$ cat config.mk
export PLATFORM = sky130hd
export DESIGN_NAME = cordic_iter_engine_flat
export DESIGN_NICKNAME = d
export VERILOG_FILES = /design/src/rtl/cordic_if.sv /design/src/rtl/cordic_iter_engine.sv /design/src/flat_wrapper.sv
export SDC_FILE = /design/constraint.sdc
export NUM_CORES = 1
export LEC_CHECK = 0
export BUFFER_PORTS_ARGS = -buffer_cell sky130_fd_sc_hd__buf_2
export CAP_MARGIN = 30
export CORE_UTILIZATION = 50
export DETAILED_ROUTE_END_ITERATION = 16
export GPL_TIMING_DRIVEN = 0
export PLACE_DENSITY = 0.72
export SLEW_MARGIN = 20
export SYNTH_ARGS = -nofsm -noshare
export SYNTH_HDL_FRONTEND = slang
export SYNTH_SLANG_ARGS = --single-unit
$ cat constraint.sdc
create_clock -name clk -period 7.3 [get_ports clk]
set_clock_uncertainty 0.05 [all_clocks]
set_input_delay 1.825 -clock clk [delete_from_list [all_inputs] [get_ports clk]]
set_output_delay 1.825 -clock clk [all_outputs]
set_load 0.005 [all_outputs]
$ cat src/rtl/cordic_if.sv
// cordic_if: operand/result handshake bundle for the iterative CORDIC engine.
interface cordic_if #(parameter int NUM_WIDTH = 16);
    logic mode, in_valid, in_ready, out_valid, out_ready, busy;
    logic signed [NUM_WIDTH-1:0] ix, iy, iz, ox, oy, oz;
    modport master (
        output mode, ix, iy, iz, in_valid, out_ready,
        input  in_ready, ox, oy, oz, out_valid, busy
    );
    modport slave (
        input  mode, ix, iy, iz, in_valid, out_ready,
        output in_ready, ox, oy, oz, out_valid, busy
    );
endinterface

$ cat src/rtl/cordic_iter_engine.sv
// cordic_iter_engine: one micro-rotation per cycle, uncompensated gain, pi = 2^(NUM_WIDTH-1).
module cordic_iter_engine #(
    parameter int NUM_WIDTH  = 16,
    parameter int ITERATIONS = 14
) (
    input logic clk,
    input logic rst,
    cordic_if.slave io
);
    localparam int W  = NUM_WIDTH;
    localparam int IW = $clog2(ITERATIONS + 1);
    localparam int SH = 32 - NUM_WIDTH;
    // atan(2^-i) with pi = 2^31; narrower widths round this down to W bits
    localparam logic [31:0] ATAN32 [32] = '{
        32'd536870912, 32'd316933406, 32'd167458907, 32'd85004756,
        32'd42667331,  32'd21354465,  32'd10679838,  32'd5340245,
        32'd2670163,   32'd1335087,   32'd667544,    32'd333772,
        32'd166886,    32'd83443,     32'd41722,     32'd20861,
        32'd10430,     32'd5215,      32'd2608,      32'd1304,
        32'd652,       32'd326,       32'd163,       32'd81,
        32'd41,        32'd20,        32'd10,        32'd5,
        32'd3,         32'd1,         32'd1,         32'd0
    };
    function automatic logic [W-1:0] atan_c(input int k);
        logic [63:0] v;
        v = {32'd0, ATAN32[k]};
        v = ((v << 1) + (64'd1 << SH)) >> (SH + 1);
        return v[W-1:0];
    endfunction
    typedef enum logic [1:0] {IDLE, RUN, DONE} state_t;
    state_t st;
    logic signed [W-1:0] x, y, z, xs, ys, xn, yn, zn, ang;
    logic md, dp;
    logic [IW-1:0] i;
    always_comb begin
        ang = '0;
        for (int k = 0; k < ITERATIONS; k++)
            if (i == IW'(k)) ang = atan_c(k);
        dp = md ? y[W-1] : ~z[W-1];
        xs = x >>> i;
        ys = y >>> i;
        xn = dp ? x - ys : x + ys;
        yn = dp ? y + xs : y - xs;
        zn = dp ? z - ang : z + ang;
    end
    always_ff @(posedge clk) begin
        if (rst) begin
            st           <= IDLE;
            i            <= '0;
            io.ox        <= '0;
            io.oy        <= '0;
            io.oz        <= '0;
            io.out_valid <= 1'b0;
            io.busy      <= 1'b0;
            io.in_ready  <= 1'b1;
        end else begin
            case (st)
                IDLE: if (io.in_valid && io.in_ready) begin
                    x           <= io.ix;
                    y           <= io.iy;
                    z           <= io.iz;
                    md          <= io.mode;
                    i           <= '0;
                    st          <= RUN;
                    io.in_ready <= 1'b0;
                    io.busy     <= 1'b1;
                end
                RUN: begin
                    x <= xn;
                    y <= yn;
                    z <= zn;
                    if (i == IW'(ITERATIONS - 1)) begin
                        st           <= DONE;
                        io.out_valid <= 1'b1;
                        io.ox        <= xn;
                        io.oy        <= yn;
                        io.oz        <= zn;
                    end else i <= i + 1'b1;
                end
                DONE: if (io.out_ready) begin
                    st           <= IDLE;
                    io.out_valid <= 1'b0;
                    io.busy      <= 1'b0;
                    io.in_ready  <= 1'b1;
                end
                default: st <= IDLE;
            endcase
        end
    end
endmodule

$ cat src/flat_wrapper.sv
// flat-port wrapper written by rule: the top's interface ports become plain ports
module cordic_iter_engine_flat 
#(
    parameter int NUM_WIDTH  = 16,
    parameter int ITERATIONS = 14
)
  (clk, rst, io_mode, io_ix, io_iy, io_iz, io_in_valid, io_out_ready, io_in_ready, io_ox, io_oy, io_oz, io_out_valid, io_busy);
  cordic_if #(.NUM_WIDTH(NUM_WIDTH)) io_i ();
  input logic clk;
  input logic rst;
  input wire logic [$bits(io_i.mode)-1:0] io_mode;
  input wire logic [$bits(io_i.ix)-1:0] io_ix;
  input wire logic [$bits(io_i.iy)-1:0] io_iy;
  input wire logic [$bits(io_i.iz)-1:0] io_iz;
  input wire logic [$bits(io_i.in_valid)-1:0] io_in_valid;
  input wire logic [$bits(io_i.out_ready)-1:0] io_out_ready;
  output wire logic [$bits(io_i.in_ready)-1:0] io_in_ready;
  output wire logic [$bits(io_i.ox)-1:0] io_ox;
  output wire logic [$bits(io_i.oy)-1:0] io_oy;
  output wire logic [$bits(io_i.oz)-1:0] io_oz;
  output wire logic [$bits(io_i.out_valid)-1:0] io_out_valid;
  output wire logic [$bits(io_i.busy)-1:0] io_busy;
  assign io_i.mode = io_mode;
  assign io_i.ix = io_ix;
  assign io_i.iy = io_iy;
  assign io_i.iz = io_iz;
  assign io_i.in_valid = io_in_valid;
  assign io_i.out_ready = io_out_ready;
  assign io_in_ready = io_i.in_ready;
  assign io_ox = io_i.ox;
  assign io_oy = io_i.oy;
  assign io_oz = io_i.oz;
  assign io_out_valid = io_i.out_valid;
  assign io_busy = io_i.busy;
  cordic_iter_engine #(.NUM_WIDTH(NUM_WIDTH), .ITERATIONS(ITERATIONS)) u_core (.clk(clk), .rst(rst), .io(io_i));
endmodule
Word level (Yosys, flattened, before mapping)

Index checks and enable logic that the tools add are counted.

Input port bits: 53
Output and inout port bits: 51
Flip-flop bits (word level): 106
Logic and storage cells: 94

Eq/ne operators: 19
Reduce and logical (&&, ||, !) cells: 13
Mux-type cells: 39
Add/sub/neg operators: 7
Bitwise logic cells: 2
Shifts and indexed selects: 2

Operators by type and width:

| kind                                          | number |
|---|---|
| two-way mux 14 bit                            | 14 |
| two-way mux 16 bit                            | 6 |
| one-hot mux 16 bit (2 select lines)           | 3 |
| adder 16 bit                                  | 2 |
| >>> shifter 16 x 4 -> 16 bit                  | 2 |
| subtractor 16 bit                             | 2 |
| == test 4 bit, second input constant          | 6 |
| AND reduction 3 bit                           | 6 |
| adder 16 x 15 -> 16 bit                       | 1 |
| == test 4 x 3 -> 1 bit, second input constant | 4 |
| subtractor 16 x 15 -> 16 bit                  | 1 |
| == test 4 x 2 -> 1 bit, second input constant | 2 |
| two-way mux 4 bit                             | 2 |
| one-hot mux 4 bit (2 select lines)            | 1 |
| two-way mux 1 bit                             | 6 |
| two-way mux 2 bit                             | 3 |
| one-hot mux 1 bit (2 select lines)            | 3 |
| one-hot mux 2 bit (3 select lines)            | 1 |
| nonzero test 2 bit                            | 3 |
| adder 4 x 1 -> 4 bit, second input constant   | 1 |
| == test 4 x 1 -> 1 bit, second input constant | 1 |
| logical NOT 4 bit                             | 1 |
| != test 2 x 1 -> 1 bit, second input constant | 2 |
| != test 2 bit, second input constant          | 2 |
| other kinds (6)                               | 7 |

Logic depth before layout (Yosys ltp)

Depth after elaboration: 18
Depth in mapped cells: 25
Mapped depth without buffers: 21

Worst setup path before layout

No wires, ideal clock.

Path kind: input to register
From: input port rst
To: register u_core.x[0] (enable)
Required time: 6.735 ns
Arrival: 5.413 ns
Path buffers: 1
Stages: 2
Setup slack: 1.322 ns
Library setup time: 0.515 ns
Cells stage by stage: clkbuf_1 -> nor3_1

Cells in the longest elaborated chain, start to end: 2

Ends and longest elaborated chain:

| item                                 | line                     | text |
|---|---|---|
| from (decl)                          | flat_wrapper.sv:10       | `input logic rst;` |
| inverter 1 bit (no source line)      | n/a                      |  |
| AND reduction 3 bit (no source line) | n/a                      |  |
| to (signal assigned)                 | cordic_iter_engine.sv:59 | `x <= io.ix;` |
| to (signal assigned)                 | cordic_iter_engine.sv:69 | `x <= xn;` |
| to (decl)                            | cordic_iter_engine.sv:32 | `logic signed [W-1:0] x, y, z, xs, ys, xn, yn, zn, ang;` |

Every way passes these cells.
A chain may end at the register's enable or synchronous reset.

Worst setup path after layout

From: register u_core.i[0]
To: register u_core.z[15], data pin

Cells in the longest elaborated chain, start to end: 18

Ends and longest elaborated chain:

| item                                                                           | line                     | text |
|---|---|---|
| from (decl)                                                                    | cordic_iter_engine.sv:34 | `logic [IW-1:0] i;` |
| from (signal assigned)                                                         | cordic_iter_engine.sv:78 | `end else i <= i + 1'b1;` |
| logical NOT 4 bit                                                              | cordic_iter_engine.sv:38 | `if (i == IW'(k)) ang = atan_c(k);` |
| two-way mux 14 bit (13 in series)                                              | cordic_iter_engine.sv:38 |  |
| two-way mux 14 bit *                                                           | cordic_iter_engine.sv:38 |  |
| adder 16 x 15 -> 16 bit / subtractor 16 x 15 -> 16 bit (equally long branches) | cordic_iter_engine.sv:44 | `zn = dp ? z - ang : z + ang;` |
| two-way mux 16 bit *                                                           | cordic_iter_engine.sv:44 |  |
| one-hot mux 16 bit (2 select lines) *                                          | cordic_iter_engine.sv:57 | `case (st)` |
| to (signal assigned)                                                           | cordic_iter_engine.sv:61 | `z <= io.iz;` |
| to (signal assigned)                                                           | cordic_iter_engine.sv:71 | `z <= zn;` |
| to (decl)                                                                      | cordic_iter_engine.sv:32 |  |

Every way passes the cells marked *; elsewhere a longest branch is shown, timed or not.

==> results_dict.tcl <==
set metrics [dict create \
    outcome "complete, no violations" \
    holdCritPathClass "flip-flop to flip-flop" \
    synth_fp_nets 1099 \
    relSlewSlack_pct 38.53 \
    regToRegStartpoint "u_core.i[0]" \
    final_nets 1220 \
    final-hold-violation-count 0 \
    dr.pass1.iters 7 \
    synth_seq_area_share_pct 30.11 \
    grt_pass1_vias 7637 \
    clock_tree_from_tritoncts "done" \
    area.growth.synth_to_final_pct 13.30 \
    n_antenna_cell 0 \
    syn-cell-area_mm2 0.008676 \
    synth_edf_count 49 \
    root_buffer "clkbuf_16" \
    drc_errors 0 \
    timing.setup.tns_ps 0 \
    postSynth.topFlopCell "dfxtp_1" \
    r2r.worst_path.cells 24 \
    post_route_cells_drive_above_1_share_pct 17.64 \
    maxClockFrequency_mhz 156.9 \
    clock-sinks 106 \
    htreeDepth 3 \
    period_needed_ps 6373 \
    port_buffers 103 \
    multi_input_area_mm2 0.005715 \
    ff_latch_area_mm2 0.002613 \
    critPathMaxFanout 10 \
    layout_commonest_cell "nand2_1" \
    route.vias.total 8246 \
    worst_r2r_dst "u_core.z[15]" \
    dr_wl_cell_um 20.50 \
    critPathRequiredTime_ps 7330 \
    route.antenna.remaining_nets 0 \
    ctsResizeCount 0 \
    gp_routability_congestion 1.021 \
    start_kind "flip-flop" \
    grt_overflow_total 0 \
    totalWireLength_mm 27.40 \
    crit_start "u_core.i[0]" \
    period_share_pct 87.31 \
    grt_antenna_before_repair 0 \
    drv_cap 0 \
    initial_standard_cell_utilization_of_the_core_pct 51.77 \
    vias_per_cell 6.168 \
    power.density_cell_area_mw_per_mm2 221.0 \
    first_iter_violations 768 \
    numCtsBuffers 9 \
    postSynthCellCount 991 \
    grt_max_degree 19 \
    cts_buffer_depth 2 \
    layout_setup_ws_ps 926.7 \
    floorplan.rows 47 \
    die_height_um 133.7 \
    dp.final_hpwl_mm 21.62 \
    post_cts_hold_buffer_count 0 \
    worstPathArrival_ps 6400 \
    clk-insertion-delay-late_ps 360 \
    ff2ff_setup_slack_ps 930 \
    grt_util_all_layers_pct 31.35 \
    worst-setup-path-type "flip-flop to flip-flop" \
    global_route_wire_length_before_repair_mm 42.42 \
    core_region_area_mm2 0.01676 \
    endpoint "u_core.z[15]" \
    synth.ff_latch_count 106 \
    setup_violations 0 \
    synth.lib_cells_used.distinct 77 \
    ir_drop_v 0.0001330 \
    die_x_um 133.7 \
    top_level_ports 104 \
    async_reset_ff_share_pct 0 \
    hold_slack_ps 403.6 \
    die_area_mm2 0.01788 \
    postSynthAreaPerCell_um2 8.755 \
    pin_slew_with_the_least_headroom_to_its_limit_ps 922.1 \
    critical_path.endpoint_type "flip-flop" \
    post-cts-setup-buffers 0 \
    place_ws_ps 996.4 \
    worst_setup_hold_path_clk_slew_ps 70 \
    final.fill_count 1535 \
    final_cell_mix "nand2_1 (118), buf_2 (111), a21oi_1 (84)" \
    cellLeakagePower_uw 0.003946 \
    rsz_0062_raised_after_global_routing "no" \
    report.final.slew_viol_count 0 \
    yosys_warnings 0 \
]
power by group:
part           internal [uW]  switching, uW
clock network            258            237
logic                    395            588
registers                665           29.9
total                   1320            855
how the worst min path moves through the flow:
stage                                    from                   to  cells past startpoint
final                         u_core.io.oz[5]      u_core.io.oz[5]                      2
after global routing         u_core.io.ox[13]     u_core.io.ox[13]                      2
after CTS                    u_core.io.ox[13]     u_core.io.ox[13]                      2
after detailed placement     u_core.io.ox[13]     u_core.io.ox[13]                      2
after global placement        u_core.io.ox[1]      u_core.io.ox[1]                      2
after floorplan           u_core.io.out_valid  u_core.io.out_valid                      2
cells in the mapped netlist, types with 5 or more instances:
library cell | n | share of area [%]
buf_2 | 8 | 0.46
nor3_1 | 26 | 1.5
nor2_1 | 79 | 3.4
a21o_1 | 15 | 1.3
a31oi_1 | 9 | 0.65
buf_1 | 5 | 0.22
mux2_2 | 9 | 1.2
nand3b_1 | 12 | 1.0
or3_1 | 8 | 0.58
inv_1 | 27 | 1.2
o31ai_1 | 11 | 0.95
or2_2 | 7 | 0.50
ha_1 | 52 | 7.5
o211ai_1 | 8 | 0.69
o21ai_0 | 81 | 4.7
dfxtp_1 | 57 | 13
mux4_2 | 29 | 7.5
o21ai_1 | 5 | 0.29
a21oi_1 | 84 | 4.8
a211oi_1 | 14 | 1.2
nor2b_1 | 22 | 1.6
nand3_1 | 17 | 0.98
nand2b_1 | 14 | 1.0
o21a_1 | 11 | 0.95
and2_1 | 6 | 0.43
xor2_1 | 31 | 3.1
clkbuf_1 | 41 | 1.8
nand2_1 | 118 | 5.1
xnor2_1 | 41 | 4.1
edfxtp_1 | 49 | 17
o21bai_1 | 6 | 0.52
layer usage:
layer / vias to the layer above / share of wire (%) / global-route usage (%) / wire length, um
li1: 3898 / - / - / -
met1: 3980 / 43 / 43.12 / 11900
met3: 47 / 5.9 / 3.425 / 1627
met4: 0 / 2.9 / 11.99 / 801
met5: - / 0 / 0 / 0
met2: 321 / 48 / 50.58 / 13070
logic make-up (layout without fill, tap and decap cells):
family	after synthesis	in the layout	share of synthesized area [%]
AOI/OAI and AO/OA	289	289	20.81
xor gates and xnor gates	73	73	7.456
adders and majority gates	55	55	8.192
buffers and inverters	85	211	4.067
DFF	106	106	30.11
muxes	47	47	10.50
and+or+nand+nor	336	336	18.86
flip-flops by register name (all words and copies together) (netlist names), 2 cells and up:
register      cells
u_core.io.ox     16
u_core.st         2
u_core.x         16
u_core.y         16
u_core.i          4
u_core.z         16
u_core.io.oy     16
u_core.io.oz     16
critical path, cell delays in order, from the launching register on:
cell and delay (ps):
dfxtp_1 410, buf_6 210, buf_2 320, buf_2 360, inv_1 160, ha_1 220
clkbuf_1 220, or2_2 380, nor2_1 140, a21oi_1 60, nor2_1 260, ha_1 230
o211ai_1 110, nor3_1 300, or2_2 160, clkbuf_1 220, xor2_1 140, ha_1 290
clkbuf_1 250, nand4_1 160, a211oi_1 340, nor3_1 150, o31ai_1 660, xnor2_1 190
o21ai_0 90
area by class of cell:
type / count / share of cell area [%]
Buffer: 56 / 2.482
Clock buffer: 11 / 2.584
Clock inverter: 5 / 0.4455
Inverter: 29 / 1.107
Multi-Input combinational cell: 800 / 58.15
Sequential cell: 106 / 26.58
Tap cell: 220 / 2.800
Timing Repair Buffer: 110 / 5.855
through the flow:
stage                     total power [uW]  utilization, %  instances  cell area, um^2
after global routing                  2296           58.65       1337             9829
after detailed placement              1666           56.87       1321             9532
final                                 2172           58.65       1337             9829
after floorplan                       1409               -        991             8676
after CTS                             2162           58.65       1337             9829
after global placement                1655           56.48       1314             9467
Power figures use the tool's default switching activity.
